**src/rtl/al422_frame_writer.sv**
```systemverilog
// Writes one frame image into the AL422 FIFO: a write-reset pulse, an 8-byte header, then
// PIX_BYTES pixel bytes taken from a valid/ready byte stream. Every output is registered.
module al422_frame_writer #(
    parameter int PIX_BYTES   = 6144,
    parameter int WRST_CYCLES = 4
) (
    input  logic        in_clk,
    input  logic        in_rst,
    input  logic        start,
    input  logic        abort,
    input  logic [7:0]  cfg_byte,
    input  logic [15:0] t_active,
    input  logic [15:0] t_inactive,
    input  logic [7:0]  s_data,
    input  logic        s_valid,
    output logic        s_ready,
    output logic        al422_wrst_n,
    output logic        al422_we_n,
    output logic [7:0]  al422_d,
    output logic        busy,
    output logic        frame_done
);
    typedef enum logic [2:0] {IDLE, WRST, HDR, PIX, DONE} state_t;

    localparam logic [3:0]  WRST_LAST = 4'(WRST_CYCLES - 1);
    localparam logic [15:0] PIX_LAST  = 16'(PIX_BYTES - 1);

    state_t      state, state_n;
    logic [3:0]  wcnt, wcnt_n;
    logic [3:0]  hidx, hidx_n;
    logic [15:0] pcnt, pcnt_n;
    logic        wrst_n_n, we_n_n, ready_n, busy_n, done_n;
    logic [7:0]  d_n;
    logic        latch;
    logic [7:0]  cfg_q;
    logic [15:0] ta_q, ti_q;

    function automatic logic [7:0] hdr_byte(input logic [2:0] idx, input logic [7:0] cfg,
                                            input logic [15:0] ta, input logic [15:0] ti);
        logic [7:0] b;
        case (idx)
            3'd0:    b = cfg;
            3'd1:    b = ta[7:0];
            3'd2:    b = ta[15:8];
            3'd6:    b = ti[7:0];
            3'd7:    b = ti[15:8];
            default: b = 8'h00;
        endcase
        return b;
    endfunction

    // Next-state logic also produces the next value of every registered output.
    always_comb begin
        state_n  = state;
        wcnt_n   = wcnt;
        hidx_n   = hidx;
        pcnt_n   = pcnt;
        wrst_n_n = 1'b1;
        we_n_n   = 1'b1;
        d_n      = al422_d;
        ready_n  = 1'b0;
        busy_n   = busy;
        done_n   = 1'b0;
        latch    = 1'b0;
        if (abort) begin
            state_n = IDLE;
            wcnt_n  = 4'd0;
            hidx_n  = 4'd0;
            pcnt_n  = 16'd0;
            busy_n  = 1'b0;
        end else begin
            case (state)
                IDLE: begin
                    busy_n = 1'b0;
                    if (start) begin
                        latch    = 1'b1;
                        state_n  = WRST;
                        wcnt_n   = 4'd0;
                        wrst_n_n = 1'b0;
                        busy_n   = 1'b1;
                    end
                end
                WRST: begin
                    if (wcnt == WRST_LAST) begin
                        state_n = HDR;
                        wcnt_n  = 4'd0;
                        we_n_n  = 1'b0;
                        d_n     = cfg_q;
                        hidx_n  = 4'd1;
                    end else begin
                        wcnt_n   = wcnt + 4'd1;
                        wrst_n_n = 1'b0;
                    end
                end
                HDR: begin
                    // hidx runs one ahead of the byte currently on the bus.
                    if (hidx == 4'd8) begin
                        state_n = PIX;
                        hidx_n  = 4'd0;
                        pcnt_n  = 16'd0;
                        ready_n = 1'b1;
                    end else begin
                        d_n    = hdr_byte(hidx[2:0], cfg_q, ta_q, ti_q);
                        we_n_n = 1'b0;
                        hidx_n = hidx + 4'd1;
                    end
                end
                PIX: begin
                    ready_n = 1'b1;
                    if (s_valid && s_ready) begin
                        d_n    = s_data;
                        we_n_n = 1'b0;
                        pcnt_n = pcnt + 16'd1;
                        if (pcnt == PIX_LAST) begin
                            state_n = DONE;
                            pcnt_n  = 16'd0;
                            ready_n = 1'b0;
                        end
                    end
                end
                DONE: begin
                    state_n = IDLE;
                    done_n  = 1'b1;
                    busy_n  = 1'b0;
                end
                default: state_n = IDLE;
            endcase
        end
    end

    always_ff @(posedge in_clk or posedge in_rst) begin
        if (in_rst) begin
            state        <= IDLE;
            wcnt         <= 4'd0;
            hidx         <= 4'd0;
            pcnt         <= 16'd0;
            al422_wrst_n <= 1'b1;
            al422_we_n   <= 1'b1;
            al422_d      <= 8'h00;
            s_ready      <= 1'b0;
            busy         <= 1'b0;
            frame_done   <= 1'b0;
        end else begin
            state        <= state_n;
            wcnt         <= wcnt_n;
            hidx         <= hidx_n;
            pcnt         <= pcnt_n;
            al422_wrst_n <= wrst_n_n;
            al422_we_n   <= we_n_n;
            al422_d      <= d_n;
            s_ready      <= ready_n;
            busy         <= busy_n;
            frame_done   <= done_n;
        end
    end

    // Header fields are frozen when the frame is accepted.
    always_ff @(posedge in_clk) begin
        if (latch) begin
            cfg_q <= cfg_byte;
            ta_q  <= t_active;
            ti_q  <= t_inactive;
        end
    end
endmodule

```
**config.mk**
```make
export PLATFORM = sky130hd
export DESIGN_NAME = al422_frame_writer
export DESIGN_NICKNAME = d
export VERILOG_FILES = /design/src/rtl/al422_frame_writer.sv
export SDC_FILE = /design/constraint.sdc
export NUM_CORES = 1
export LEC_CHECK = 0
export ABC_AREA = 1
export CORE_MARGIN = 5
export CORE_UTILIZATION = 48
export CTS_CLUSTER_DIAMETER = 80
export DETAILED_ROUTE_END_ITERATION = 8
export PLACE_DENSITY = 0.85
export SLEW_MARGIN = 10
export SYNTH_ARGS = -nofsm -noshare
export SYNTH_HDL_FRONTEND = slang
export SYNTH_SLANG_ARGS = --single-unit
```
**constraint.sdc**
```tcl
create_clock -name in_clk -period 3.8 [get_ports in_clk]
set_input_delay 0.76 -clock in_clk [delete_from_list [all_inputs] [get_ports in_clk]]
set_output_delay 0.76 -clock in_clk [all_outputs]
set_load 0.03 [all_outputs]
```
==> impl_results.md <==
- Number of port buffers: 65
- Starting Density: 0.483
- Fin cells: ~640
- Vias in the first global route: 3265
- Die H: between 100 and 150 um
- Drt total wl: ~8600 um
- WP data required: 4030 ps
- Slew HR: 0.572
- Avg WL per Cell: 13.5 um
- Core area: roughly 8100 um2
- Num CTS Buffers: 9
- H-tree levels: 3
- Power Density: roughly 510 nW/um2
- Max FO, Critical Path: 17
- Distinct cell type count after synthesis: 31
- Worst-Margin Slew: around 640 ps
- Crit path arrival time: 2810 ps
- YS warnings: 0
- Maximum vdd drop: 0.249 mV
- Avg Inst Size Synth: 8.56 um2
- Post-DP Area: 4680 um2
- FMAX: around 400 MHz
- Latest clock arrival within the worst-skew pair: between 300 and 400 ps
- Rows: 33
- Starting DRT DRC Count: ~180
- Filler cell count: approximately 680
- Final core occ: 0.600
- Post-CTS resize count: 0
- Routed via count: 3282
- Clk slew on worst S/H paths: about 80 ps
- Area leader, netlist: edfxtp_1
- Hold Fails Final Rpt: 0
- Outcome: finished clean
- ANT nets after route: 0
- Setup skew after layout: about 6.7 ps
- Io pins: 66
- Vias/cell: approximately 5.1
- Share of flip-flops with an asynchronous set or reset: 0.500
- CTS root buf: clkbuf_8
- Final Max Slew Viols: 0
- Reg2Reg Launch Point: hidx[0]$_DFFE_PP0P_
- Final worst slack: between 1000 and 1500 ps
- Minimum clock period: 2570 ps
- Type of destination of the critical path: flip-flop
- Setup violators final: 0
- CTS hold repair buffers: 0
- Most common cell in the netlist: nand2_1
- GRT overflow: 0
- Critical Path Source: abort
- Hold crit path type: flip-flop to flip-flop
- All-layer global routing usage: 0.178
- Synth cell count leaders: nand2_1, nor2_1, inv_1
- CTS max path bufs: 2
- RSZ-0062 raised after global routing: no
- Die width: 100 um
- Pleak: approximately 2.1 nW
- DRC: 0
- Main flop type after synthesis: edfxtp_1
- Post-synth top area share: 0.307
- Antenna Cells: 0
- Die ar.: between 10000 and 15000 um2
- Setup repair bufs after CTS: 0
- Crit share post-route: 0.677
- Post-route setup TNS: 0 ps
- DP Cell Count: 623
- Largest net degree at the start of global routing: between 40 and 50
- Critical path class: input pin to flip-flop
- First-pass GRT wire length: about 14000 um
- Drt pass-1 iters: 5
- Tot Pwr: roughly 2.5 mW
- Area grow syn2layout: 24.1%
- Layout Nets: a little under 600
- Post-place setup slack: just over 900 ps
- Net count after synthesis: between 500 and 600
- Sink Count: 80
- Worst setup SP type: input pin
- GPL Wtd Cong: between 0.8 and 0.9
- HPWL after DPL: ~6700 um
- Share of cells above drive strength 1: 0.0843
- Final hold slack: between 500 and 600 ps
- Synth area leaders: edfxtp_1, dfrtp_1, nand2_1, nor2_1, inv_1
- Hold Crit Start: al422_d[0]$_DFFE_PP0P_
- #FFs+latches synth: 80
- EDFF count, synth: 40
- Max Cap Violations: 0
- Design area: slightly below 5000 um2
- Initial antenna violation count: 0
- Sequential fraction of the synthesis area: 0.563
- CTS tree: built
- Syn Std Cell Area: 3910 um2
- Syn Inst Count: ~460
where the power goes:
part	switching [mW]	internal [mW]
clock	0.326	0.242
combinational	0.491	0.279
sequential	0.0774	1.06
total	0.894	1.58
metal layers:
metal | GRT usage | share of wire
met5 | 0 | 0
met4 | 0.0684 | 0.020
met3 | 0.0403 | 0.070
met2 | 0.314 | 0.50
met1 | 0.209 | 0.41
registers in the layout, indices dropped and copies added, names as in the netlist:
| register | cells |
|---|---|
| al422_d | 8 |
| al422_we_n | 1 |
| al422_wrst_n | 1 |
| busy | 1 |
| cfg_q | 8 |
| frame_done | 1 |
| hidx | 4 |
| pcnt | 16 |
| s_ready | 1 |
| state | 3 |
| ta_q | 16 |
| ti_q | 16 |
| wcnt | 4 |
cells by family after synthesis:
kind of cell               synth area share
adders and majority gates            0.0224
AOI/OAI and AO/OA                    0.0617
xor gates and xnor gates            0.00224
DFF                                   0.563
buffers and inverters                0.0582
and+or+nand+nor                       0.292
layout make-up:
| cell class | instances | area, um2 | area share |
|---|---|---|---|
| Tap cell | 105 | 131 | 0.0270 |
| Clock inverter | 7 | 56.3 | 0.0116 |
| Inverter | 49 | 184 | 0.0379 |
| Clock buffer | 9 | 124 | 0.0255 |
| Multi-Input combinational cell | 322 | 1490 | 0.307 |
| Timing Repair Buffer | 67 | 666 | 0.137 |
| Sequential cell | 80 | 2200 | 0.454 |
final timing paths:
check                           slack (ps)  depth (start not counted)                      to
worst min-delay path                   500                          2  al422_d[0]$_DFFE_PP0P_
worst min register to register         500                          2  al422_d[0]$_DFFE_PP0P_
worst max register to register        1350                         10     pcnt[4]$_DFFE_PP0P_
worst max-delay path                  1230                          7     pcnt[4]$_DFFE_PP0P_
max in group asynchronous             2600                          3  al422_wrst_n$_DFF_PP1_
min in group asynchronous              820                          3  al422_d[0]$_DFFE_PP0P_
worst max-delay path: stages:
cell and delay [ps]:
clkdlybuf4s50_1 770, nor2_1 130, nand3_1 100, nor2_1 80, nor2_4 340, nand2_1 370
a21boi_1 240
placed cells by master, fill, tap and decap left out, types with 6 or more instances in the layout:
master / netlist / final
nand2_1: 156 / 156
nor2_1: 67 / 67
clkdlybuf4s50_1: 0 / 65
inv_1: 44 / 44
edfxtp_1: 40 / 40
dfrtp_1: 38 / 38
nand3_1: 21 / 21
nand4_1: 12 / 12
o21ai_0: 12 / 12
a21oi_1: 12 / 12
clkbuf_8: 0 / 9
ha_1: 7 / 7
o21ai_2: 6 / 6
nor3_1: 7 / 6
Power figures use the tool's default switching activity.
==> variant, RTL diff (same settings) <==
Reset style: synchronous (`in_rst`), changed in one clocked block.
--- a/src/rtl/al422_frame_writer.sv
+++ b/src/rtl/al422_frame_writer.sv
@@ -128,7 +128,7 @@
         end
     end
 
-    always_ff @(posedge in_clk or posedge in_rst) begin
+    always_ff @(posedge in_clk) begin
         if (in_rst) begin
             state        <= IDLE;
             wcnt         <= 4'd0;
Function: differs if in_rst is asserted again (counterexample within 4 cycles, from zero or initial values and one cycle with in_rst high); with in_rst held inactive, the same outputs for 10 cycles.
==> variant against the original RTL <==
- first-iteration DRC count rose by 7.9%
- count of clock-buffer cells in the layout stayed put
- design area fell by 4.4%
- setup slack improved by 0.30 ns
- die area fell by 5.3%
- via count down 5.0%
- sequential share of layout area down 2.3 points
- final cell count is 3.3% lower
- sequential cell count did not move
- register-to-register slack better by 0.18 ns
- area after synthesis down 5.9%
- wire length decreased by 5.3%
Power is not compared: it rests on default switching activity, and its combinational part moved more than twofold at a synthesized area within 25%.
==> variant: results (changes against the original RTL) <==
synth:
  synth_commonest_cells: "nand2_1, inv_1, nor2_1, dfxtp_1, edfxtp_1"
  synth.area.top_cells: "edfxtp_1, dfxtp_1, nand2_1, inv_1, nor2_1"
  synth_edf_count: 40  # unchanged
  yosys.area_share.adder_pct: 2.38  # +0.14 points
  synth_sequential_area_ratio_pct: 54.4  # -2.0 points
  syn_inst: 440  # -3.7%
  synth_xor_xnor_area_share_pct: 0.952  # +0.73 points
  synthesis.nets: 500  # -3.3%
  synth-main-ff-cell: "edfxtp_1"
  synth_compound_area_share_pct: 7.75  # +1.6 points
  synth_cell_type_count: 35  # +13%
setup_path:
  max_stage_delay_ns: 0.49  # -0.28 ns
  critPathSlowestCell: "a21oi_2"
  critPathRequiredTime_ns: 4.04  # about the same
  startpoint: "state[1]"
  r2r_end: "pcnt[14]"
  reg2reg_depth: 9  # -1
routing:
  first_iter_violations: 191  # +7.9%
  wl_met3_um: 530  # -12%
  totalWireLength_mm: 8.16  # -5.3%
  wl_met1_mm: 3.39  # -3.3%
  wl_per_cell_um: 13.2  # -2.1%
  via_per_inst: 5.05  # -1.8%
  met2_length_mm: 4.18  # -3.6%
place:
  gp_congestion: 0.896  # -0.19%
  placedCellCount: 602  # -3.4%
  hpwl_mm: 6.17  # -7.3%
  place_ws_ns: 1.26  # +0.345 ns
  dpl_cell_area_um2: 4440  # -5.1%
min_path:
  hold_path.startpoint: "wcnt[0]"
  hold_path_depth: 1  # -1
  min_to: "wcnt[0]"
grt:
  grt_max_degree: 41  # -2.4%
  grt_util_all_layers_pct: 17.5  # -0.30 points
  grt_pass1_vias: 3102  # -5.0%
  grt_pass1_wl_mm: 13.6  # -5.6%
final_layout:
  layout-drive-gt1-share_pct: 8.33  # -0.094 points
  fillers: 618  # -8.8%
  fin_nets: 571  # -3.1%
run_status:
  outcome: "completed"
sta:
  fin_crit_sh_pct: 59.8  # -7.9 points
  final.setup_skew_ns: 0.00666  # -0.0000375 ns
  hold_ws_ns: 0.487  # -0.0145 ns
  max-slew-margin-rel_pct: 57.6  # +0.43 points
==> variant: cell types whose count changed after synthesis, moves of 3 or more <==
cell,before,now
dfxtp_1,0,40
dfrtp_1,38,0
nor2_1,67,41
nand2_1,156,141
o21ai_0,12,20
o21ai_2,6,0
nand3b_1,1,6
inv_1,44,48
nand3_1,21,17
a21oi_1,12,15
a31oi_1,0,3
nand2_2,3,6
o211ai_1,3,6
==> variant: worst max-delay path by stage <==
stage / end
2_1_floorplan: cfg_q[0]
3_3_place_gp: al422_wrst_n
3_5_place_dp: al422_wrst_n
4_1_cts: pcnt[14]
5_1_grt: pcnt[14]
6_report: pcnt[14]
==> variant: area by class of cell <==
cell class | count | area (µm²) | share of cell area [%]
well taps | 102 | 128 | 2.75
multi-input cells | 299 | 1450 | 31.1
flip-flops and latches | 80 | 2000 | 43.1
clock inverters | 7 | 80.1 | 1.72
inverters | 55 | 206 | 4.45
clock buffers | 9 | 124 | 2.67
repair buffers | 66 | 658 | 14.2
==> variant: logic make-up after synthesis <==
logic type | after synthesis
AO/OA/AOI/OAI | 50
XOR/XNOR | 4
adder cells (fa/ha/maj) | 7
buffers and inverters | 61
flip-flops | 80
AND/OR/NAND/NOR | 238
==> variant: power breakdown <==
group | switching [mW] | internal, mW | leakage, nW | total (mW)
sequential | 0.0150 | 0.942 | 0.696 | 0.957
combinational | 0.0948 | 0.0852 | 1.03 | 0.180
clock | 0.328 | 0.310 | 0.0964 | 0.638
==> variant: per-layer routing <==
layer / up-vias / GRT usage (%)
met1: 1426 / 20.5
met4: 0 / 6.07
met3: 11 / 5.46
met2: 109 / 30.1
met5: - / 0
li1: 1572 / -
